### src/rtl/instr_fetch_queue.sv
// Instruction fetch stage: owns the PC, issues one synchronous imem read per cycle,
// and buffers PC-tagged instructions in a small FIFO for decode.
module instr_fetch_queue #(
    parameter int ADDR_W  = 8,
    parameter int INSTR_W = 16,
    parameter int DEPTH   = 4
) (
    input  logic               clk,
    input  logic               reset_n,
    input  logic               fetch_en,
    input  logic               redirect_valid,
    input  logic [ADDR_W-1:0]  redirect_pc,
    output logic               imem_req,
    output logic [ADDR_W-1:0]  imem_addr,
    input  logic [INSTR_W-1:0] imem_rdata,
    output logic               out_valid,
    input  logic               out_ready,
    output logic [INSTR_W-1:0] out_instr,
    output logic [ADDR_W-1:0]  out_pc
);

    localparam int PTR_W = (DEPTH > 1) ? $clog2(DEPTH) : 1;
    localparam int CNT_W = $clog2(DEPTH + 1);
    localparam logic [CNT_W:0]   OCC_MAX = (CNT_W + 1)'(DEPTH);
    localparam logic [CNT_W-1:0] CNT_MAX = CNT_W'(DEPTH);

    logic [ADDR_W-1:0]  pc_q, pc_d;
    logic               inflight_q, inflight_d;
    logic [ADDR_W-1:0]  tag_q, tag_d;
    logic [PTR_W-1:0]   rd_ptr_q, rd_ptr_d;
    logic [PTR_W-1:0]   wr_ptr_q, wr_ptr_d;
    logic [CNT_W-1:0]   count_q, count_d;

    logic [INSTR_W-1:0] instr_mem_q [DEPTH];
    logic [ADDR_W-1:0]  pc_mem_q    [DEPTH];

    logic [CNT_W:0]     occupancy;
    logic               push;
    logic               pop;

    // Credit check counts in-flight reads so a returning word always has a slot.
    assign occupancy = {1'b0, count_q} + {{CNT_W{1'b0}}, inflight_q};
    assign imem_req  = reset_n & fetch_en & ~redirect_valid & (occupancy < OCC_MAX);
    assign imem_addr = pc_q;
    assign push      = inflight_q & ~redirect_valid;
    assign out_valid = (count_q != '0);
    assign pop       = out_valid & out_ready & ~redirect_valid;

    // Head is forced to zero when empty so the outputs read zero under reset.
    assign out_instr = out_valid ? instr_mem_q[rd_ptr_q] : '0;
    assign out_pc    = out_valid ? pc_mem_q[rd_ptr_q]    : '0;

    always_comb begin
        pc_d       = pc_q;
        inflight_d = inflight_q;
        tag_d      = tag_q;
        rd_ptr_d   = rd_ptr_q;
        wr_ptr_d   = wr_ptr_q;
        count_d    = count_q;
        if (redirect_valid) begin
            pc_d       = redirect_pc;
            inflight_d = 1'b0;
            rd_ptr_d   = '0;
            wr_ptr_d   = '0;
            count_d    = '0;
        end else begin
            inflight_d = imem_req;
            if (imem_req) begin
                tag_d = pc_q;
                pc_d  = pc_q + ADDR_W'(1);
            end
            if (push) begin
                wr_ptr_d = wr_ptr_q + PTR_W'(1);
            end
            if (pop) begin
                rd_ptr_d = rd_ptr_q + PTR_W'(1);
            end
            case ({push, pop})
                2'b10:   count_d = count_q + CNT_W'(1);
                2'b01:   count_d = count_q - CNT_W'(1);
                default: count_d = count_q;
            endcase
        end
    end

    always_ff @(posedge clk or negedge reset_n) begin
        if (!reset_n) begin
            pc_q       <= '0;
            inflight_q <= 1'b0;
            tag_q      <= '0;
            rd_ptr_q   <= '0;
            wr_ptr_q   <= '0;
            count_q    <= '0;
        end else begin
            pc_q       <= pc_d;
            inflight_q <= inflight_d;
            tag_q      <= tag_d;
            rd_ptr_q   <= rd_ptr_d;
            wr_ptr_q   <= wr_ptr_d;
            count_q    <= count_d;
        end
    end

    // Storage is data-only; validity comes from count_q.
    always_ff @(posedge clk) begin
        if (push) begin
            instr_mem_q[wr_ptr_q] <= imem_rdata;
            pc_mem_q[wr_ptr_q]    <= tag_q;
        end
    end

    a_no_overflow: assert property (@(posedge clk) disable iff (!reset_n)
        !(push && !pop && (count_q == CNT_MAX)));

endmodule

### config.mk
export PLATFORM = sky130hd
export DESIGN_NAME = instr_fetch_queue
export DESIGN_NICKNAME = d
export VERILOG_FILES = /design/src/rtl/instr_fetch_queue.sv
export SDC_FILE = /design/constraint.sdc
export NUM_CORES = 1
export LEC_CHECK = 0
export CORE_ASPECT_RATIO = 1.5
export CORE_MARGIN = 3
export CORE_UTILIZATION = 39
export CTS_BUF_LIST = sky130_fd_sc_hd__clkbuf_16
export DETAILED_ROUTE_END_ITERATION = 16
export GPL_ROUTABILITY_DRIVEN = 0
export GPL_TIMING_DRIVEN = 1
export PLACE_DENSITY = 0.72
export SLEW_MARGIN = 20
export SYNTH_ARGS = -nofsm -noshare
export SYNTH_HDL_FRONTEND = slang
export SYNTH_SLANG_ARGS = --single-unit
export TNS_END_PERCENT = 5
### constraint.sdc
create_clock -name clk -period 4.1 [get_ports clk]
set_input_delay 0.615 -clock clk [delete_from_list [all_inputs] [get_ports clk]]
set_output_delay 0.615 -clock clk [all_outputs]
set_load 0.02 [all_outputs]
# ---- Word level (Yosys, flattened, before mapping)
# Memories as Yosys holds them, arrays and structs flattened.
# Cells that the tools add are included.
dict set report classes {
  eq_ne 2
  bitwise_logic 7
  n_reduce_logical 6
  shift 0
  mul 0
  mux 13
  add_sub_neg 6
  n_div 0
  magnitude_cmp 1
}
# op n
set op_table {}
lappend op_table {{$mux W8} 3}
lappend op_table {{$mux W16} 1}
lappend op_table {{$add A8 B1 Y8 const B} 1}
lappend op_table {{$mux W2} 4}
lappend op_table {{$and A1 B1 Y1} 6}
lappend op_table {{$pmux W3 S2} 1}
lappend op_table {{$reduce_bool A2 Y1} 3}
lappend op_table {{$reduce_bool A3 Y1} 2}
lappend op_table {{$add A2 B1 Y2 const B} 2}
lappend op_table {{$add A3 B1 Y4} 1}
lappend op_table {{$lt A4 B3 Y1 const B} 1}
lappend op_table {{$add A3 B1 Y3 const B} 1}
lappend op_table {{$mux W1} 3}
lappend op_table {{$mux W3} 1}
lappend op_table {{$sub A3 B1 Y3 const B} 1}
lappend op_table {{$eq A2 B1 Y1 const B} 1}
lappend op_table {{$eq A2 B2 Y1 const B} 1}
lappend op_table {{$reduce_and A2 Y1} 1}
lappend op_table {{$not A1 Y1} 1}
dict set report word_totals {
  in_bits 29
  latch_bits 0
  ram_bits 96
  mem_bits_ro 0
  mem_count 2
  output_inout_bits 34
  wordCells 43
  ff_bits 24
}
# memory words word_bits read_ports rd_ports_with_merged_regs wr line
set mem_list {}
lappend mem_list {instr_mem_q 4 16 1 0 1 34} ;# logic [INSTR_W-1:0] instr_mem_q [DEPTH];
lappend mem_list {pc_mem_q 4 8 1 0 1 35} ;# logic [ADDR_W-1:0] pc_mem_q [DEPTH];

# ---- Logic depth before layout (Yosys ltp)
# Gate-level depths: netlist (run 1).
dict set report logic_depth {
  depth_word 6
  ltp_mapped 7
  depth_no_buf 6
}

# ---- Least setup slack after synthesis (run 1)
# Ideal clock, no wire load.
dict set report synth_path {
  path_type {input -> register}
  from {input port redirect_valid}
  to {register count_q[2]}
  path_slack_ns 1.872
  required_ns 3.963
  path_buffers 2
  t_arrival_ns 2.092
  stages 7
  setup_time_ns 0.137
  cell_sequence {clkbuf_1 buf_1 nor3_1 fa_1 nor3_1 o21ai_0 nor3b_1}
}
dict set report synth_between {
  elab_chain_len 5
  word_cells_on_any_way 8
  classes_between {2 x eq/ne; 2 x mux; 3 x bitwise; 1 x reduce/logical}
}
# element line
set synth_rtl {}
lappend synth_rtl {{start, declared} 11} ;# input logic redirect_valid,
lappend synth_rtl {{$not A1 Y1 (no source line)} --}
lappend synth_rtl {{$and A1 B1 Y1 (on tied branches)} {47, 45}}
lappend synth_rtl {{$eq A2 B1 Y1 / $eq A2 B2 Y1 (equally long branches)} 78} ;# case ({push, pop})
lappend synth_rtl {{$pmux W3 S2} 78}
lappend synth_rtl {{$mux W3} 60} ;# if (redirect_valid) begin
lappend synth_rtl {{end signal, assigned} 100} ;# count_q <= count_d;
lappend synth_rtl {{end, declared} 32} ;# logic [CNT_W-1:0] count_q, count_d;
# Parallel ways exist; a longest one is shown, timed or not.
# A chain may end at the register's enable or synchronous reset.

# ---- Final worst setup path (run 1)
dict set report layout_path {
  from {register rd_ptr_q[0]}
  to {output port out_pc[4]}
}
dict set report layout_between {
  elab_chain_len 2
}
# element line
set layout_rtl {}
lappend layout_rtl {{start, declared} 30} ;# logic [PTR_W-1:0] rd_ptr_q, rd_ptr_d;
lappend layout_rtl {{start signal, assigned} 98} ;# rd_ptr_q <= rd_ptr_d;
lappend layout_rtl {{$mem_v2 Z4 W8} --}
lappend layout_rtl {{$mux W8} 51} ;# assign out_pc = out_valid ? pc_mem_q[rd_ptr_q] : '0;
lappend layout_rtl {{end, declared} 19} ;# output logic [ADDR_W-1:0] out_pc
# No other way between the ends.

==> flow_summary.yaml, run 1 <==
synthesis:
  synth-seq-area-share_pct: 71.0
  async_reset_ff_share_pct: 20.0
  synth.area.top_cells: "edfxtp_1, dfrtp_1, mux4_2, and2_1, nand2_1"
  synth_top_cell_by_area: "edfxtp_1"
  synth_edf_count: 96
  synth-seq-cells: 120
  yosysWarnings: 0
  netlist_area_mm2: 0.00491
  syn-num-nets: 313
  avgSynthCellArea_um2: 17.7
  ys_dominant_reg_cell: "edfxtp_1"
  syn_inst: 278
  ys_types: 35
  synth_top_area_share_pct: 58.7
cts:
  cts.clk_slew.worst_paths_ns: 0.05
  cts_num_sinks: 120
  cts_hold_buf: 0
  clk_latency_ns: 0.40
  clockBufferDepth: 2
  post_cts.repair.setup_buffers: 0
  tritoncts: "built"
  cts.repair.resized: 0
  numCtsBuffers: 17
  cts-root-buf: "clkbuf_16"
  h-tree-depth: 4
critical_path:
  critPathArrivalTime_ns: 2.68
  worst_setup_path_start_kind: "flip-flop"
  r2r-start: "count_q[0]"
  timing.rr.end: "count_q[2]"
  rrSetupSlack_ns: 2.10
  critical_path_required_ns: 3.48
  rr_worst_depth: 6
  worstSetupEndpointType: "output port"
  critical_path_class: "reg2out"
  path_max_fanout: 26
drt:
  drt_first_pass_iters: 4
  wl_per_cell_um: 16.5
  drtIter0Drc: 147
  drcViolationCount: 0
  wl_um: 8560
  antenna_left: 0
  vias: 2619
  viasPerCell: 5.06
sta:
  fmax_ghz: 0.303
  fin_worst_skew_ns: 0.00952
  min_period_ns: 3.30
  tns_ns: 0
  maxSlewViolCount: 0
  period_share_pct: 80.4
  rsz0062_at_grt: "false"
  hold_violations: 0
  worstMarginPinSlew_ns: 0.853
  max_slew_margin_pct: 43.1
  finalSetupViolCount: 0
layout:
  area_growth_pct: 27.0
  drive_above_1_share_pct: 18.6
  num-nets-final: 387
  layout.cells.non_filler: 518
  insertedDiodeCount: 0
floorplanning:
  pin_count: 63
  die_h_um: 143
  die_area_mm2: 0.0140
  die_w_um: 97.6
  rows: 49
  core_area_mm2: 0.0121
  start_util_pct: 40.4
grt:
  grt_pass1_vias: 2787
  grt_use_total_pct: 13.1
  antenna_found_initial: 0
  gr-total-overflow: 0
  grt_pass1_wl_um: 13900
  grt_start_max_net_pins: 27
pwr:
  ir_drop_mv: 0.303
  power_w: 0.00366
  leakage_nw: 2.18
  power_density_mw_per_mm2: 587
place:
  dpl.hpwl_um: 5450
  dp.cells: 486
  io_buffer_count: 62
worst_hold_path:
  hold-path-cell-count: 0
  min_to: "pc_mem_q[3][5]"
  min_path_type: "reg2reg"
  min-delay-start: "tag_q[5]"
run:
  max_cap_violations: 0
status:
  outcome: "completed"
## cells in the final DEF (no fill, tap or decap)
cell | netlist | final
nand3_1 | 4 | 4
dfrtp_2 | 0 | 1
or3_1 | 1 | 1
clkdlybuf4s50_1 | 0 | 62
nor3_2 | 1 | 1
dfrtp_1 | 24 | 23
mux2_4 | 3 | 3
o21ai_1 | 1 | 1
nand3_2 | 1 | 1
bufinv_16 | 0 | 1
ha_1 | 5 | 5
a31o_1 | 1 | 1
o31ai_2 | 1 | 1
nand4_4 | 1 | 1
and2_1 | 29 | 29
nor2_1 | 8 | 8
mux2i_1 | 5 | 5
fa_1 | 1 | 1
a22o_1 | 1 | 1
o21ai_0 | 1 | 1
inv_1 | 4 | 6
nor3_1 | 6 | 6
a221o_1 | 6 | 6
xnor2_1 | 3 | 3
inv_6 | 1 | 1
edfxtp_1 | 96 | 96
clkinv_2 | 0 | 3
mux4_2 | 24 | 24
nor4_1 | 1 | 1
clkinvlp_4 | 0 | 5
nor3b_1 | 3 | 3
nor2b_1 | 1 | 1
clkinv_1 | 0 | 2
nand2_1 | 26 | 26
clkinv_4 | 0 | 2
buf_4 | 2 | 7
and3_1 | 3 | 3
xor2_1 | 2 | 2
clkbuf_16 | 0 | 17
## cells by family (layout without fill, tap and decap cells)
| family | Yosys count | after routing | share of synthesized area (%) |
|---|---|---|---|
| XOR/XNOR | 5 | 5 | 0.892 |
| multiplexers | 32 | 32 | 12.9 |
| adder cells (fa/ha/maj) | 6 | 6 | 1.68 |
| AND/OR/NAND/NOR | 85 | 85 | 9.38 |
| buffers and inverters | 19 | 106 | 2.09 |
| flip-flops | 120 | 120 | 71.0 |
| AO/OA/AOI/OAI | 11 | 11 | 2.04 |
## report_power, final
part	leakage, nW	switching (W)	internal [W]
registers	1.17	0.000131	0.00140
logic	0.746	0.000371	0.000446
clock network	0.258	0.000489	0.000818
total	2.18	0.000992	0.00267
## registers in the layout, indices dropped and copies added, names as in the netlist
register / cells
imem_addr: 8
inflight_q: 1
wr_ptr_q: 2
tag_q: 8
pc_mem_q: 32
instr_mem_q: 64
count_q: 3
rd_ptr_q: 2
## cells in the mapped netlist (2+ instances only)
cell type,instances
edfxtp_1,96
and2_1,29
nand2_1,26
dfrtp_1,24
mux4_2,24
nor2_1,8
a221o_1,6
clkbuf_1,6
nor3_1,6
ha_1,5
mux2i_1,5
inv_1,4
nand3_1,4
and3_1,3
buf_2,3
mux2_4,3
nor3b_1,3
xnor2_1,3
buf_4,2
buf_6,2
xor2_1,2
## stage by stage
step / utilization (%) / area [um^2] / setup WS (ns) / hold slack (ns)
5_1_grt: 51.4 / 6240 / 0.621 / 0.572
4_1_cts: 51.4 / 6240 / 0.708 / 0.532
3_3_place_gp: 46.9 / 5700 / 1.08 / 0.504
6_report: 51.4 / 6240 / 0.803 / 0.528
2_1_floorplan: - / 4910 / 1.87 / 0.319
3_5_place_dp: 46.9 / 5700 / 1.06 / 0.520
## worst max-delay path: stages, from the launching register on
cell and delay (ns):
dfrtp_2 0.92, mux4_2 0.62, and2_1 0.18, clkdlybuf4s50_1 0.55
## metal layers
layer / share of wire [%] / wire length [um] / global-route usage, % / vias up
li1: - / - / - / 1215
met3: 4.9 / 420 / 4.42 / 6
met2: 53 / 4560 / 23.1 / 75
met4: 0.91 / 78 / 4.38 / 0
met1: 41 / 3500 / 15.0 / 1323
met5: 0 / 0 / 0 / -
## cell type report
cell class | instances | area (um^2)
clock buffer | 17 | 425
inverter | 5 | 23.8
timing repair buffer | 69 | 673
fill | 1021 | 5900
clock inverter | 15 | 115
sequential | 120 | 3480
multi-input combinational | 139 | 1320
tap | 153 | 191
## how the worst max path moves through the flow
| stage | from | cells past startpoint | end |
|---|---|---|---|
| after floorplan | redirect_valid | 7 | count_q[2] |
| after global placement | redirect_valid | 5 | imem_req |
| after detailed placement | redirect_valid | 5 | imem_req |
| after CTS | rd_ptr_q[0] | 3 | out_pc[4] |
| after global routing | rd_ptr_q[0] | 3 | out_pc[4] |
| final | rd_ptr_q[0] | 3 | out_pc[4] |
No activity file was read; power rests on OpenSTA's default activity.
==> inputs of run 2 (changes only) <==
PLACE_DENSITY = 0.74   (was 0.72)
clock period = 3 ns   (was 4.1 ns; I/O delays follow)
==> run 2 against run 1 <==
Against the previous run: via count decreased by 0.65%; flip-flop and latch count unchanged; critical path type unchanged; hold slack improved by 0.0063 ns; clock skew increased by 0.00071 ns; critical endpoint is now out_pc[1]; register-to-register slack got worse by 1.1 ns; global-route usage increased by 0.38 points; sequential power increased by 32%; total power increased by 46%.
==> flow_summary.yaml, run 2 (synthesis results as in run 1) <==
status:
  outcome: "completed"
floorplanning:
  core_area_mm2: 0.0121
  rows: 49
  pin_count: 63
  die_h_um: 143
  die_w_um: 97.6
  start_util_pct: 40.4
  die_area_mm2: 0.0140
cts:
  clk_latency_ns: 0.40
  cts_num_sinks: 120
  clockBufferDepth: 2
  tritoncts: "built"
  post_cts.repair.setup_buffers: 0
  cts-root-buf: "clkbuf_16"
  cts.clk_slew.worst_paths_ns: 0.05
  numCtsBuffers: 17
  h-tree-depth: 4
worst_hold_path:
  hold-path-cell-count: 0
  min_path_type: "reg2reg"
  min-delay-start: "tag_q[3]"
critical_path:
  cpPeakStageDelay_ns: 0.57
  worstSetupEndpointType: "output port"
  rrSetupSlack_ns: 0.96
  crit_buf_inv: 2
  slowest_stage: "mux4_2"
  worstPathCellList: "buf_4 -> mux4_2 -> and2_1 -> clkdlybuf4s50_1"
  crit_start: "rd_ptr_q[0]"
  path_max_fanout: 18
  critPathArrivalTime_ns: 2.37
  path_delay_family: "buffers and inverters"
  r2r-start: "count_q[0]"
  rr_worst_depth: 6
  cp.depth: 4
  critical_path_required_ns: 2.55
  critical_path_class: "reg2out"
  worst_setup_path_start_kind: "flip-flop"
layout:
  final_cell_mix: "edfxtp_1, clkdlybuf4s50_1, and2_1"
  layout.cells.non_filler: 521
  reg.largest.list: "instr_mem_q x64, pc_mem_q x32"
  num-fill-cells: 977
  regMostFlops: "instr_mem_q"
  insertedDiodeCount: 0
  layout_commonest_cell: "edfxtp_1"
  final_core_util_pct: 52.3
  area_growth_pct: 29.4
  drive_above_1_share_pct: 18.5
  num-nets-final: 390
  largest_reg_flops: 64
drt:
  wl_per_cell_um: 16.7
  viasPerCell: 4.99
  wl_um: 8720
  drtIter0Drc: 120
  drcViolationCount: 0
  vias: 2602
  antenna_left: 0
  drt_first_pass_iters: 4
pwr:
  power_density_mw_per_mm2: 840
  ir_drop_mv: 0.517
  leakage_nw: 2.26
  power_w: 0.00533
sta:
  maxSlewViolCount: 0
  tns_ns: 0
  fin_worst_skew_ns: 0.0102
  whs_ns: 0.535
  worstMarginPinSlew_ns: 0.452
  min_period_ns: 2.82
  rsz0062_at_grt: "false"
  finalSetupViolCount: 0
  fmax_ghz: 0.355
  period_share_pct: 94.0
  hold_violations: 0
  max_slew_margin_pct: 69.7
grt:
  gr-total-overflow: 0
  gr-usage-met2_pct: 23.5
  grt_util_met1_pct: 15.7
  grt_use_total_pct: 13.5
  grt_start_max_net_pins: 27
  gr-max-usage-layer: "met2"
  grtUsageMet3_pct: 3.93
  grt_pass1_wl_um: 14300
  grt_pass1_vias: 2768
  antenna_found_initial: 0
place:
  io_buffer_count: 62
  dpl.hpwl_um: 5360
  dp.cells: 489
run:
  max_cap_violations: 0
[run 2: final timing paths]
check | to
worst max-delay path | out_pc[1]
worst min-delay path | pc_mem_q[1][3]
worst max register to register | count_q[2]
worst min register to register | pc_mem_q[1][3]
max in group asynchronous | rd_ptr_q[0]
min in group asynchronous | imem_addr[5]
[run 2: layout make-up]
type	count	area (um^2)	area share, %
clock inverters	15	194	3.05
multi-input cells	139	1320	20.8
repair buffers	72	708	11.2
inverters	5	23.8	0.374
flip-flops and latches	120	3480	54.9
clock buffers	17	425	6.70
well taps	153	191	3.01
[run 2: repair_timing]
| action | CTS | global route |
|---|---|---|
| endpoints found under the hold margin | 0 | 0 |
| setup endpoints to repair | 0 | 21 |
| gates resized for setup | 0 | 1 |
| hold buffers | 0 | 0 |
[run 2: power breakdown]
part           total [W]  leakage, nW  switching, W  internal (W)
logic            0.00123        0.764      0.000600      0.000630
registers        0.00203         1.17      0.000104       0.00192
clock network    0.00208        0.320      0.000634       0.00145
total            0.00533         2.26       0.00134       0.00400
[run 2: metal layers]
| layer | share of wire [%] | wire (um) |
|---|---|---|
| met1 | 41 | 3580 |
| met5 | 0 | 0 |
| met4 | 1.4 | 126 |
| met2 | 53 | 4640 |
| met3 | 4.3 | 375 |
[run 2: through the flow]
stage	area [um^2]	worst slack, ns
floorplan	4910	0.937
global placement	5730	0.491
detailed placement	5730	0.504
CTS	6350	0.0366
global route	6350	0.0510
finish	6350	0.180
==> inputs of run 3 (changes only) <==
CORE_MARGIN = 8   (was 3)
==> run 3 against run 2 <==
Against the previous run: total power down 2.4%; die area increased by 18%; flip-flop and latch count stayed put; via count rose by 3.8%; critical endpoint is now out_instr[7]; cell count is 1.2% higher; critical path depth is the same; cell area rose by 0.45%; clock skew down 0.0055 ns; first-iteration DRC count fell by 16%; sequential power about the same.
==> flow_summary.yaml, run 3 (synthesis results as in run 1) <==
worst_hold_path:
  hold-path-cell-count: 0
  min_path_type: "reg2reg"
sta:
  rsz0062_at_grt: "false"
  fin_worst_skew_ns: 0.00475
  tns_ns: 0
  min_period_ns: 2.87
  maxSlewViolCount: 0
  whs_ns: 0.530
  max_slew_margin_pct: 70.2
  fmax_ghz: 0.349
  period_share_pct: 95.6
  hold_violations: 0
  worstMarginPinSlew_ns: 0.444
  finalSetupViolCount: 0
  setup_ws_ns: 0.132
floorplanning:
  die_area_mm2: 0.0165
  die_h_um: 153
  rows: 50
  core_area_mm2: 0.0124
  pin_count: 63
  die_w_um: 108
  start_util_pct: 39.6
critical_path:
  worstSetupEndpointType: "output port"
  critical_path_required_ns: 2.55
  critPathArrivalTime_ns: 2.42
  path_max_fanout: 12
  rr_worst_depth: 6
  critical_path_class: "reg2out"
  worst_setup_path_start_kind: "flip-flop"
pwr:
  leakage_nw: 2.24
  ir_drop_mv: 0.445
  power_density_mw_per_mm2: 816
drt:
  viasPerCell: 5.13
  drt_first_pass_iters: 4
  met3WireLength_um: 556
  drt-met1-wl_um: 3700
  antenna_left: 0
  vias: 2702
  met2_length_um: 5020
  wl_um: 9480
  drtIter0Drc: 101
  drcViolationCount: 0
  highest_layer: "met4"
  wl_per_cell_um: 18.0
grt:
  antenna_found_initial: 0
  gr-total-overflow: 0
  grt_use_total_pct: 12.4
  grt_pass1_wl_um: 15400
  grt_pass1_vias: 2974
  grt_start_max_net_pins: 27
place:
  dpl.hpwl_um: 6600
  dp.cells: 495
  dp_slack_ns: 0.452
  io_buffer_count: 62
status:
  outcome: "completed"
layout:
  num-nets-final: 393
  regMostFlops: "instr_mem_q"
  layout.cells.non_filler: 527
  final_core_util_pct: 51.5
  reg.largest.list: "instr_mem_q x64, pc_mem_q x32"
  insertedDiodeCount: 0
  final_cell_mix: "edfxtp_1, clkdlybuf4s50_1, and2_1"
  drive_above_1_share_pct: 21.3
  largest_reg_flops: 64
  area_growth_pct: 30.0
  num-fill-cells: 1012
  layout_commonest_cell: "edfxtp_1"
cts:
  numCtsBuffers: 17
  cts_hold_buf: 0
  cts-root-buf: "clkbuf_16"
  cts.clk_slew.worst_paths_ns: 0.06
  cts_num_sinks: 120
  clockBufferDepth: 2
  tritoncts: "built"
  h-tree-depth: 4
  clk_latency_ns: 0.41
run:
  max_cap_violations: 0
[run 3: changes by cell type in the layout (fill, tap and decap cells not counted), sizes merged]
cell / delta
buf: +3
bufinv: -4
clkinv: +1
clkinvlp: +1
inv: +2
[run 3: power breakdown]
part | total (W) | internal, W | switching [W]
logic | 0.00122 | 0.000644 | 0.000572
clock network | 0.00193 | 0.00117 | 0.000766
registers | 0.00206 | 0.00192 | 0.000136
total | 0.00521 | 0.00373 | 0.00147
[run 3: worst paths after layout]
path	slack (ns)	from	endpoint
max	0.13	rd_ptr_q[0]	out_instr[7]
min	0.53	tag_q[5]	pc_mem_q[1][5]
max reg2reg	0.95	count_q[0]	count_q[2]
min reg2reg	0.53	tag_q[5]	pc_mem_q[1][5]
max in group asynchronous	2.17	reset_n	rd_ptr_q[0]
min in group asynchronous	0.57	reset_n	imem_addr[6]
[run 3: cell type report]
type                    instances  area (um^2)  share of cell area [%]
repair buffers                 75          768                    12.0
well taps                     156          195                    3.06
clock buffers                  17          425                    6.67
flip-flops and latches        120         3490                    54.7
clock inverters                15          156                    2.45
multi-input cells             139         1320                    20.7
inverters                       5         23.8                   0.373
[run 3: worst max-delay path, cell delays in order, from the launching register on]
cell and delay (ns):
dfrtp_4 0.57, buf_4 0.21, mux4_2 0.50, and2_1 0.18, clkdlybuf4s50_1 0.54
[run 3: metrics by stage]
stage | total power, W | area (um^2)
4_1_cts | 0.00527 | 6380
3_5_place_dp | 0.00333 | 5790
3_3_place_gp | 0.00330 | 5790
5_1_grt | 0.00543 | 6380
6_report | 0.00521 | 6380
2_1_floorplan | 0.00280 | 4910
[run 3: routing by layer]
metal	track usage, %	up-vias
met5	0	-
met4	5.25	0
met3	4.59	17
met2	21.0	84
met1	13.4	1372
li1	-	1229
[run 3: timing repair]
item                                   in CTS  in global routing
setup endpoints to repair                   2                  9
endpoints found under the hold margin       0                  0
buffers inserted                            0                  0
cloned                                      0                  0
gates resized for setup                     1                  1
